--- src/rtl/mem_lsu_if.sv ---
// Core request/response channel plus the word-wide memory port of the load/store unit.
// slave is the LSU's view; master is the core/memory side that drives requests and read data.
interface mem_lsu_if;
    logic        req_valid;
    logic        req_ready;
    logic        req_we;
    logic [1:0]  req_size;
    logic        req_unsigned;
    logic [31:0] req_addr;
    logic [31:0] req_wdata;
    logic        resp_valid;
    logic [31:0] resp_rdata;
    logic [31:0] mem_adr;
    logic [31:0] mem_wd;
    logic        mem_we;
    logic [1:0]  mem_mode;
    logic [31:0] mem_rd;

    modport slave (
        input  req_valid, req_we, req_size, req_unsigned, req_addr, req_wdata, mem_rd,
        output req_ready, resp_valid, resp_rdata, mem_adr, mem_wd, mem_we, mem_mode
    );

    modport master (
        output req_valid, req_we, req_size, req_unsigned, req_addr, req_wdata, mem_rd,
        input  req_ready, resp_valid, resp_rdata, mem_adr, mem_wd, mem_we, mem_mode
    );
endinterface

--- src/rtl/mem_lsu.sv ---
// Load/store unit: splits misaligned accesses into word reads or byte writes against a
// word-organised memory and returns extended load data with a one-cycle response pulse.
module mem_lsu (
    input  logic      clk,
    input  logic      reset_n,
    mem_lsu_if.slave  bus
);
    typedef enum logic [2:0] {IDLE, LD0, LD1, ST, STB, RESP} state_t;

    state_t      state, state_nx;
    logic [1:0]  cnt, cnt_nx;
    logic [31:0] buf0, buf1, rdata;
    logic        r_we, r_uns;
    logic [1:0]  r_size;
    logic [31:0] r_addr, r_wdata;

    logic        req_aligned, is_word, crossing;
    logic [1:0]  last_byte;
    logic [63:0] window;
    logic [31:0] shifted, ext;

    assign req_aligned = (bus.req_size == 2'b10) ||
                         (bus.req_size == 2'b01 && !bus.req_addr[0]) ||
                         (bus.req_addr[1:0] == 2'b00);
    assign is_word     = (r_size[1] == r_size[0]);
    assign crossing    = (r_size == 2'b01 && r_addr[1:0] == 2'b11) ||
                         (is_word && r_addr[1:0] != 2'b00);
    assign last_byte   = (r_size == 2'b01) ? 2'd1 : 2'd3;

    always_comb begin
        state_nx = state;
        cnt_nx   = cnt;
        case (state)
            IDLE: if (bus.req_valid)
                      state_nx = bus.req_we ? (req_aligned ? ST : STB) : LD0;
            LD0:  state_nx = crossing ? LD1 : RESP;
            LD1:  state_nx = RESP;
            ST:   state_nx = RESP;
            STB: begin
                if (cnt == last_byte) begin
                    state_nx = RESP;
                    cnt_nx   = '0;
                end else begin
                    cnt_nx = cnt + 2'd1;
                end
            end
            RESP:    state_nx = IDLE;
            default: state_nx = IDLE;
        endcase
    end

    always_comb begin
        bus.req_ready  = (state == IDLE);
        bus.resp_valid = (state == RESP);
        bus.resp_rdata = rdata;
        bus.mem_we     = 1'b0;
        bus.mem_mode   = 2'b00;
        bus.mem_wd     = '0;
        bus.mem_adr    = '0;
        case (state)
            LD0: bus.mem_adr = {r_addr[31:2], 2'b00};
            LD1: bus.mem_adr = {r_addr[31:2], 2'b00} + 32'd4;
            ST: begin
                bus.mem_we   = 1'b1;
                bus.mem_adr  = r_addr;
                bus.mem_mode = (r_size == 2'b11) ? 2'b00 : r_size;
                bus.mem_wd   = r_wdata;
            end
            STB: begin
                bus.mem_we   = 1'b1;
                bus.mem_adr  = r_addr + {30'b0, cnt};
                bus.mem_mode = 2'b10;
                bus.mem_wd   = {24'b0, r_wdata[{cnt, 3'b000} +: 8]};
            end
            default: ;
        endcase
    end

    // The final read word is folded in straight from mem_rd so rdata is valid during RESP.
    always_comb begin
        window  = {(state == LD1) ? bus.mem_rd : buf1, (state == LD0) ? bus.mem_rd : buf0};
        shifted = 32'(window >> {r_addr[1:0], 3'b000});
        case (r_size)
            2'b10:   ext = r_uns ? {24'b0, shifted[7:0]}  : {{24{shifted[7]}}, shifted[7:0]};
            2'b01:   ext = r_uns ? {16'b0, shifted[15:0]} : {{16{shifted[15]}}, shifted[15:0]};
            default: ext = shifted;
        endcase
    end

    always_ff @(posedge clk or negedge reset_n) begin
        if (!reset_n) begin
            state   <= IDLE;
            cnt     <= '0;
            buf0    <= '0;
            buf1    <= '0;
            rdata   <= '0;
            r_we    <= 1'b0;
            r_uns   <= 1'b0;
            r_size  <= '0;
            r_addr  <= '0;
            r_wdata <= '0;
        end else begin
            state <= state_nx;
            cnt   <= cnt_nx;
            if (state == IDLE && bus.req_valid) begin
                r_we    <= bus.req_we;
                r_uns   <= bus.req_unsigned;
                r_size  <= bus.req_size;
                r_addr  <= bus.req_addr;
                r_wdata <= bus.req_wdata;
            end
            if (state == LD0) buf0 <= bus.mem_rd;
            if (state == LD1) buf1 <= bus.mem_rd;
            if (state_nx == RESP) rdata <= r_we ? '0 : ext;
        end
    end
endmodule

--- src/flat_wrapper.sv ---
// flat-port wrapper written by rule: the top's interface ports become plain ports
module mem_lsu_flat 
  (clk, reset_n, bus_req_valid, bus_req_we, bus_req_size, bus_req_unsigned, bus_req_addr, bus_req_wdata, bus_mem_rd, bus_req_ready, bus_resp_valid, bus_resp_rdata, bus_mem_adr, bus_mem_wd, bus_mem_we, bus_mem_mode);
  mem_lsu_if bus_i ();
  input  logic clk;
  input  logic reset_n;
  input wire logic [$bits(bus_i.req_valid)-1:0] bus_req_valid;
  input wire logic [$bits(bus_i.req_we)-1:0] bus_req_we;
  input wire logic [$bits(bus_i.req_size)-1:0] bus_req_size;
  input wire logic [$bits(bus_i.req_unsigned)-1:0] bus_req_unsigned;
  input wire logic [$bits(bus_i.req_addr)-1:0] bus_req_addr;
  input wire logic [$bits(bus_i.req_wdata)-1:0] bus_req_wdata;
  input wire logic [$bits(bus_i.mem_rd)-1:0] bus_mem_rd;
  output wire logic [$bits(bus_i.req_ready)-1:0] bus_req_ready;
  output wire logic [$bits(bus_i.resp_valid)-1:0] bus_resp_valid;
  output wire logic [$bits(bus_i.resp_rdata)-1:0] bus_resp_rdata;
  output wire logic [$bits(bus_i.mem_adr)-1:0] bus_mem_adr;
  output wire logic [$bits(bus_i.mem_wd)-1:0] bus_mem_wd;
  output wire logic [$bits(bus_i.mem_we)-1:0] bus_mem_we;
  output wire logic [$bits(bus_i.mem_mode)-1:0] bus_mem_mode;
  assign bus_i.req_valid = bus_req_valid;
  assign bus_i.req_we = bus_req_we;
  assign bus_i.req_size = bus_req_size;
  assign bus_i.req_unsigned = bus_req_unsigned;
  assign bus_i.req_addr = bus_req_addr;
  assign bus_i.req_wdata = bus_req_wdata;
  assign bus_i.mem_rd = bus_mem_rd;
  assign bus_req_ready = bus_i.req_ready;
  assign bus_resp_valid = bus_i.resp_valid;
  assign bus_resp_rdata = bus_i.resp_rdata;
  assign bus_mem_adr = bus_i.mem_adr;
  assign bus_mem_wd = bus_i.mem_wd;
  assign bus_mem_we = bus_i.mem_we;
  assign bus_mem_mode = bus_i.mem_mode;
  mem_lsu u_core (.clk(clk), .reset_n(reset_n), .bus(bus_i));
endmodule
--- config.mk ---
export PLATFORM = sky130hd
export DESIGN_NAME = mem_lsu_flat
export DESIGN_NICKNAME = d
export VERILOG_FILES = /design/src/rtl/mem_lsu_if.sv /design/src/rtl/mem_lsu.sv /design/src/flat_wrapper.sv
export SDC_FILE = /design/constraint.sdc
export NUM_CORES = 1
export LEC_CHECK = 0
export CORE_ASPECT_RATIO = 0.7
export CORE_MARGIN = 2
export CORE_UTILIZATION = 46
export DETAILED_ROUTE_END_ITERATION = 12
export GPL_TIMING_DRIVEN = 0
export PLACE_DENSITY = 0.77
export SYNTH_ARGS = -nofsm -noshare
export SYNTH_HDL_FRONTEND = slang
export SYNTH_SLANG_ARGS = --single-unit
--- constraint.sdc ---
create_clock -name clk -period 2.75 [get_ports clk]
set_input_delay 0.6875 -clock clk [delete_from_list [all_inputs] [get_ports clk]]
set_output_delay 0.6875 -clock clk [all_outputs]
set_load 0.005 [all_outputs]
---- After elaboration in Yosys (flattened, before gate mapping) ----
Cells that the tools add are included.
word-level totals
  memory bits (writable) .................. 0
  latch bits .............................. 0
  output and inout port bits .............. 101
  logic and storage cells ................. 61
  memories ................................ 0
  memory bits (read-only) ................. 0
  bits in registers ....................... 169
  bits of input ports ..................... 103
operators by class
  eq/ne operators ......................... 14
  multiply operators ...................... 0
  magnitude comparators ................... 0
  bitwise logic cells ..................... 0
  shift-type cells ........................ 2
  $add $sub $neg .......................... 3
  divide/modulo/power cells ............... 0
  multiplexer cells ....................... 19
  reductions and logical operators ........ 13
operators by type and width
  operator                                       count
  two-way mux 32 bit                             5
  one-hot mux 32 bit (2 select lines)            2
  one-hot mux 32 bit (4 select lines)            1
  right shift 64 x 5 -> 32 bit                   1
  adder 32 x 2 -> 32 bit                         1
  adder 32 x 3 -> 32 bit, second input constant  1
  variable part select 32 x 6 -> 8 bit           1
  two-way mux 3 bit                              5
  one-hot mux 3 bit (4 select lines)             1
  == test 3 bit, second input constant           3
  == test 2 bit, second input constant           4
  == test 3 x 2 -> 1 bit, second input constant  2
  two-way mux 2 bit                              3
  == test 2 x 1 -> 1 bit, second input constant  2
  logical AND 1 bit                              4
  one-hot mux 2 bit (2 select lines)             1
  OR reduction 2 bit                             2
  == test 3 x 1 -> 1 bit, second input constant  1
  zero test 3 bit                                1
  logical OR 1 bit                               3
  adder 2 x 1 -> 2 bit, second input constant    1
  == test 2 bit                                  1
  zero test 2 bit                                1
  nonzero test 2 bit                             1
  other kinds (3)                                3

---- Depth between registers and ports, before layout ----
Gate-level depths: netlist of the first run.
  depth in word-level cells ............... 9
  mapped depth ............................ 10

---- Least setup slack after synthesis of the first run ----
No wires, ideal clock.
  path kind ............................... flip-flop to output port
  start ................................... register u_core.r_addr[6]
  end ..................................... output port bus_mem_adr[27]
  buffers on the path ..................... 2
  cell stages (with the launch flop) ...... 8
  path slack .............................. -0.155 ns
  arrival ................................. 2.217 ns
  path through ............................ dfrtp_1 -> clkbuf_1 -> nand2_1 -> nor3_2 -> and4_1 -> clkbuf_1 -> mux2_2 -> a221o_1
between the ends
  cells in the longest elaborated chain, start to end .. 2
  elaborated cells between the ends (all ways) .. 3
  those cells by class .................... 2 x add/sub; 1 x mux
RTL lines
  element                                                                  line                          text
  start, declared                                                          mem_lsu.sv:15                 logic [31:0] r_addr, r_wdata;
  start signal, assigned                                                   mem_lsu.sv:109                r_addr <= bus.req_addr;
  adder 32 x 2 -> 32 bit / adder 32 x 3 -> 32 bit (equally long branches)  mem_lsu.sv:71, mem_lsu.sv:62
  one-hot mux 32 bit (4 select lines) *                                    mem_lsu.sv:60                 case (state)
  end, declared                                                            flat_wrapper.sv:17            output wire logic [$bits(bus_i.mem_adr)-1:0] bus_mem_adr;
Mark *: on every way between the ends. The rest lies on a longest branch, timed or not.

---- Worst setup path after layout of the first run ----
  start ................................... register u_core.r_addr[9]
  end ..................................... output port bus_mem_adr[30]
Same word-level chain as after synthesis.

==> results of run 1 <==
## synthesized netlist by cell type (all sizes together) (6+ instances only)
cell    number
a31oi       12
mux4        16
nand2b       7
ha           6
clkbuf      46
nand4       12
nand2      182
o21ai       54
xor2         7
buf         27
nor3        12
nand3       15
a21oi       18
and3        29
inv         49
nor2        32
a32oi        7
dfrtp      161
a22o        17
o211ai      14
mux2        52
nor4         9
o22ai       26
mux2i       72
## power by group through the flow
| stage | clock (uW) | combinational [uW] | sequential [uW] |
|---|---|---|---|
| global placement | 0 | 8400 | 4190 |
| detailed placement | 0 | 8560 | 4220 |
| floorplan | 0 | 5300 | 4010 |
| global route | 2460 | 12400 | 4560 |
| finish | 2370 | 11900 | 4460 |
| CTS | 2340 | 10300 | 4280 |
## worst max path at each step
stage | start | end | slack [ps]
after floorplan | u_core.r_addr[14] | bus_mem_adr[27] | 0.5
final | u_core.r_addr[9] | bus_mem_adr[30] | -850
after global routing | u_core.r_addr[9] | bus_mem_adr[30] | -690
after detailed placement | u_core.r_addr[0] | bus_mem_adr[14] | -970
after CTS | u_core.r_addr[12] | bus_mem_adr[27] | -450
after global placement | reset_n | u_core.r_wdata[9] | -5620
## critical path: stages, from the launching register on
cell and delay (ps):
dfrtp_1 380, buf_6 150, clkinvlp_4 120, buf_6 150
buf_4 130, nor4_4 450, buf_4 210, nand4_1 140
nor3_1 330, o21bai_1 230, buf_2 180
## cell families after synthesis
kind of cell / synth area share [%]
AND/OR/NAND/NOR: 16.45
AO/OA/AOI/OAI: 13.53
flip-flops: 44.26
multiplexers: 18.31
buffers and inverters: 5.347
XOR/XNOR: 1.058
adder cells (fa/ha/maj): 1.045
## registers in the layout (all words and copies together) (netlist names)
register / count
u_core.bus.resp_rdata: 32
u_core.buf1: 24
u_core.r_uns: 1
u_core.r_size: 2
u_core.r_wdata: 32
u_core.state: 3
u_core.r_we: 1
u_core.cnt: 2
u_core.r_addr: 32
u_core.buf0: 32
## metal layers
| metal | vias to the layer above | global-route usage [%] | share of wire, % |
|---|---|---|---|
| li1 | 4083 | - | - |
| met1 | 4719 | 46.13 | 38 |
| met2 | 909 | 47.72 | 42 |
| met3 | 274 | 12.05 | 14 |
| met4 | 0 | 14.34 | 6.5 |
| met5 | - | 1.449 | 0 |
## stage by stage
stage,TNS [ps],utilization [%],hold slack [ps]
floorplan,0,-,391.9
detailed placement,-42860,58.91,464.8
global placement,-943880,58.75,453.5
global route,-15910,71.58,304.1
CTS,-8476,68.92,284.0
finish,-14350,71.59,258.2
## area by class of cell
cell class,instances,area [um^2]
diodes,2,5.005
plain buffers,58,511.7
clock buffers,18,429.2
clock inverters,14,132.6
fillers,1271,5563
inverters,49,191.4
multi-input cells,667,5294
flip-flops and latches,161,4046
well taps,270,337.8
repair buffers,334,3073
## timing repair
action | 4_1_cts | 5_1_grt
gates cloned | 1 | 3
setup endpoints to repair | 101 | 115
endpoints found under the hold margin | 0 | 0
setup buffers | 95 | 42
pin swaps | 55 | 54
gates resized for setup | 412 | 134
==> impl_metrics.py, run 1 <==
metrics = {
    "power_and_ir_drop": {
        "clockPowerShare_pct": 12.6,
        "portion_of_total_power_attributed_to_combinational_logic_pct": 63.6,
        "total_leakage_power_uw": 0.006443,
        "net-switching-power_uw": 8597,
        "power.total_uw": 18750,
        "p_int_uw": 10150,
        "vdd.ir_drop.worst_mv": 0.7441,
        "power_density_mw_per_mm2": 1337,
        "power.share.sequential_pct": 23.8,
        "swShare_pct": 45.86,
    },
    "logic_synthesis": {
        "synth_top_cells_by_area": "dfrtp_1 (44%), mux2i_1 (7.9%), nand2_1 (7.5%)",
        "synth.ff_latch_count": 161,
        "yosys_warnings": 0,
        "syn-num-nets": 1060,
        "synthArstFlopShare_pct": 100.0,
        "postSynth.topFlopCell": "dfrtp_1",
        "synth_cell_type_count": 64,
        "synth_top_area_share_pct": 44.26,
        "post_synth_instance_area_mm2": 0.009102,
        "synth_area_leader_cell": "dfrtp_1",
        "syn-mean-instance-area_um2": 9.582,
        "ys_seq_area_share_pct": 44.26,
        "gate_count_of_the_mapped_netlist": 950,
        "synth_enable_flop_cells": 0,
    },
    "cts": {
        "cts_hold_buffers": 0,
        "clock_insertion_delay_worst_skew_ps": 450,
        "cts_made_buffers": 17,
        "cts_max_path_buffers": 2,
        "cts_htree_levels": 4,
        "clk_root_buffer_cell": "clkbuf_16",
        "worst_setup_hold_path_clk_slew_ps": 70,
        "tritoncts": "built",
        "cts_sinks": 161,
    },
    "global_route": {
        "maximum_number_of_pins_on_one_net_before_global_route_repair": 83,
        "number_of_global_route_vias_before_repair": 9311,
        "global_route_overflow": 0,
        "grt_pass1_wl_um": 52540,
        "grt_antenna_before_repair": 2,
        "globalRouteTotalUtil_pct": 33.53,
    },
    "placement": {
        "placed_cells": 1424,
        "place.gp.congestion": 0.9115,
        "dpl_worst_slack_ps": -965.4,
        "port_buffers": 203,
        "dp.final_hpwl_um": 21750,
        "placement.cell_area_mm2": 0.01154,
    },
    "setup_path": {
        "reg2reg_to": "u_core.bus.resp_rdata[29]",
        "worstRegToRegCells": 10,
        "worstSetupStartpointType": "register",
        "crit_fanout": 5,
        "reg2reg_slack_ps": -80,
        "critPathArrivalTime_ps": 2910,
        "critPathRequiredTime_ps": 2060,
        "timing.rr.start": "u_core.state[1]",
        "path_class": "reg2out",
        "crit_path_end_kind": "output pin",
    },
    "sta": {
        "relSlewSlack_pct": 44.06,
        "period_needed_ps": 3597,
        "setup_ws_ps": -846.9,
        "rsz0062_at_grt": "true",
        "finalSetupViolCount": 69,
        "max_freq_ghz": 0.2780,
        "clock-skew-final_ps": 10.37,
        "drv_slew": 0,
        "finalCritPeriodShare_pct": 130.8,
        "report.final.hold_viol_count": 0,
        "transition_at_the_pin_with_the_smallest_max_transition_slack_ps": 839.1,
    },
    "finish": {
        "share_of_post_route_cells_with_drive_strength_above_1_pct": 33.21,
        "final_cells": 1573,
        "most-common-layout-cells": "nand2_1 (175), dfrtp_1 (147), clkdlybuf4s50_1 (133), buf_4 (83), mux2i_1 (63)",
        "layout_stage_area_growth_over_the_synthesis_result_pct": 54.03,
        "post-route-cell-area_mm2": 0.01402,
        "final_common_cell": "nand2_1",
        "finish.net_count": 1398,
    },
    "die": {
        "die_h_um": 121.7,
        "fp.coreArea_mm2": 0.01958,
        "core.rowCount": 43,
        "die_footprint_mm2": 0.02095,
        "initial_utilization_pct": 46.48,
        "ioPinCount": 204,
        "fp.dieW_um": 172.1,
    },
    "drt": {
        "route.final.wire_length_um": 39380,
        "route.detailed.vias_per_inst": 6.348,
        "drtAntennaViolNets": 0,
        "drcViolationCount": 0,
        "wl_per_cell_um": 25.03,
        "routed-via-count": 9985,
        "number_of_design_rule_violations_left_by_the_first_detailed_router_iteration": 1633,
        "drt-pass1-iter-count": 6,
    },
    "status": {
        "outcome": "complete, but fails checks",
        "violations": "negative setup slack",
    },
    "worst_hold_path": {
        "worst_hold_path_type": "in2async",
    },
    "flow_run": {
        "drv.max_cap_violation_count": 0,
    },
}
Note: power is estimated with default switching activity, not from simulation.
==> run 2: changes to the inputs <==
--- a/config.mk
+++ b/config.mk
@@ -8,6 +8,7 @@
 export CORE_ASPECT_RATIO = 0.7
 export CORE_MARGIN = 2
 export CORE_UTILIZATION = 46
+export CTS_CLUSTER_DIAMETER = 80
 export DETAILED_ROUTE_END_ITERATION = 12
 export GPL_TIMING_DRIVEN = 0
 export PLACE_DENSITY = 0.77
==> results of run 2 <==
Same layout as run 1: the final DEF is identical, and so are final timing and power.
==> run 3: changes to the inputs <==
--- a/config.mk
+++ b/config.mk
@@ -7,11 +7,11 @@
 export LEC_CHECK = 0
 export CORE_ASPECT_RATIO = 0.7
 export CORE_MARGIN = 2
-export CORE_UTILIZATION = 46
+export CORE_UTILIZATION = 55
 export CTS_CLUSTER_DIAMETER = 80
 export DETAILED_ROUTE_END_ITERATION = 12
 export GPL_TIMING_DRIVEN = 0
-export PLACE_DENSITY = 0.77
+export PLACE_DENSITY = 0.86
 export SYNTH_ARGS = -nofsm -noshare
 export SYNTH_HDL_FRONTEND = slang
 export SYNTH_SLANG_ARGS = --single-unit
==> constraint.sdc (replaced) <==
create_clock -name clk -period 4.65 [get_ports clk]
set_input_delay 1.1625 -clock clk [delete_from_list [all_inputs] [get_ports clk]]
set_output_delay 1.1625 -clock clk [all_outputs]
set_load 0.005 [all_outputs]
==> impl_metrics.py, run 3 (synthesis results as in run 1) <==
metrics = {
    "sta": {
        "clock-skew-final_ps": 6.974,
        "period_needed_ps": 4570,
        "fin_setup_tns_ps": 0,
        "finalCritPeriodShare_pct": 98.28,
        "drv_slew": 0,
        "finalSetupViolCount": 0,
        "transition_at_the_pin_with_the_smallest_max_transition_slack_ps": 1074,
        "report.final.hold_viol_count": 0,
        "max_freq_ghz": 0.2188,
        "relSlewSlack_pct": 27.71,
        "whs_ps": 476.7,
    },
    "placement": {
        "placement.cell_area_mm2": 0.01145,
        "place.gp.congestion": 0.9391,
        "dp.final_hpwl_um": 21690,
        "port_buffers": 203,
    },
    "die": {
        "die_h_um": 111.6,
        "core.rowCount": 39,
        "ioPinCount": 204,
        "fp.coreArea_mm2": 0.01625,
        "initial_utilization_pct": 56.02,
        "die_footprint_mm2": 0.01761,
        "fp.dieW_um": 157.8,
    },
    "finish": {
        "num_antenna_cells": 0,
        "most-common-layout-cells": "clkdlybuf4s50_1 (202), nand2_1 (182), dfrtp_1 (161), mux2i_1 (72), mux2_2 (52)",
        "total_area_of_multi_input_combinational_cells_mm2": 0.004632,
        "share_of_post_route_cells_with_drive_strength_above_1_pct": 11.45,
        "finish.net_count": 1286,
        "layout_stage_area_growth_over_the_synthesis_result_pct": 33.32,
        "area.sequential_mm2": 0.004029,
        "post-route-cell-area_mm2": 0.01214,
        "final_common_cell": "clkdlybuf4s50_1",
        "fillCellCount": 1197,
    },
    "power_and_ir_drop": {
        "total_leakage_power_uw": 0.005325,
        "power_density_mw_per_mm2": 762.1,
        "power.total_uw": 9248,
        "vdd.ir_drop.worst_mv": 0.3594,
    },
    "setup_path": {
        "worstSetupStartpointType": "register",
        "crit_path_end_kind": "output pin",
        "crit_fanout": 8,
        "critPathArrivalTime_ps": 3410,
        "critPathRequiredTime_ps": 3490,
        "reg2reg_slack_ps": 1280,
        "path_class": "reg2out",
    },
    "drt": {
        "routed-via-count": 8798,
        "wl_per_cell_um": 21.63,
        "drt-pass1-iter-count": 7,
        "drcViolationCount": 0,
        "number_of_design_rule_violations_left_by_the_first_detailed_router_iteration": 1096,
        "drtAntennaViolNets": 0,
        "route.final.wire_length_um": 30570,
        "route.detailed.vias_per_inst": 6.226,
    },
    "cts": {
        "clk_root_buffer_cell": "clkbuf_16",
        "cts_hold_buffers": 0,
        "tritoncts": "built",
        "cts_sinks": 161,
        "clock_insertion_delay_worst_skew_ps": 440,
        "cts_htree_levels": 4,
        "worst_setup_hold_path_clk_slew_ps": 70,
        "cts_max_path_buffers": 2,
        "cts_made_buffers": 17,
    },
    "global_route": {
        "globalRouteTotalUtil_pct": 35.38,
        "global_route_overflow": 0,
        "grt_pass1_wl_um": 47230,
        "grt_antenna_before_repair": 0,
        "maximum_number_of_pins_on_one_net_before_global_route_repair": 112,
        "number_of_global_route_vias_before_repair": 8630,
    },
    "status": {
        "outcome": "finished, final reports clean",
    },
    "flow_run": {
        "drv.max_cap_violation_count": 0,
    },
    "worst_hold_path": {
        "worst_hold_path_type": "reg2reg",
    },
}
-- run 3: cell count changes in the layout (fill, tap and decap cells not counted), moves of 13 or more --
cell	previous run	this run
clkdlybuf4s50_1	133	202
dlygate4sd2_1	13	0
clkbuf_1	16	41
buf_4	83	7
o21ai_0	25	42
buf_2	36	11
clkbuf_2	21	2
dfrtp_2	14	0
buf_6	47	1
dfrtp_1	147	161
-- run 3: worst paths after layout --
kind / start / endpoint / cells past startpoint
min reg2reg: u_core.bus.resp_rdata[7] / u_core.bus.resp_rdata[7] / 2
max: u_core.r_addr[6] / bus_mem_adr[27] / 8
min in group asynchronous: reset_n / u_core.bus.resp_rdata[30] / 1
min: u_core.bus.resp_rdata[7] / u_core.bus.resp_rdata[7] / 2
max in group asynchronous: reset_n / u_core.r_wdata[12] / 2
max reg2reg: u_core.r_addr[1] / u_core.bus.resp_rdata[17] / 6
-- run 3: timing repair --
action,in CTS,in global routing
buffers inserted,0,5
gates resized for setup,2,12
pin swaps,0,2
setup endpoints to repair,1,16
-- run 3: worst max-delay path: stages, from the launching register on --
cell and delay, ps:
dfrtp_1 320, clkbuf_1 300, nand2_1 250, nor3_4 340, and4_1 270, clkbuf_1 280
mux2_2 370, a221o_1 370, clkdlybuf4s50_1 450
-- run 3: cell type report --
cell class,count,share of cell area [%]
inverter,49,1.516
sequential,161,33.20
clock inverter,13,1.402
buffer,71,2.454
multi-input combinational,667,38.17
clock buffer,18,3.619
timing repair buffer,209,17.32
tap,225,2.320
-- run 3: metal layers --
metal  share of wire [%]  track usage (%)  vias to the layer above
li1                    -                -                     3853
met1                  43            51.58                     4255
met2                  42            50.09                      589
met3                  12            10.20                      101
met4                 3.3            13.64                        0
met5                   0                0                        -
-- run 3: power by group --
group / internal (uW) / switching, uW
combinational: 2300 / 2970
clock: 825 / 641
sequential: 2060 / 455
total: 5180 / 4060
-- run 3: through the flow --
stage | setup slack [ps] | instances | util (%)
6_report | 79.95 | 1413 | 74.68
5_1_grt | -11.38 | 1413 | 74.68
4_1_cts | 17.16 | 1410 | 74.28
3_5_place_dp | 365.2 | 1379 | 70.46
3_3_place_gp | -4093 | 1378 | 70.25
2_1_floorplan | 1270 | 950 | -
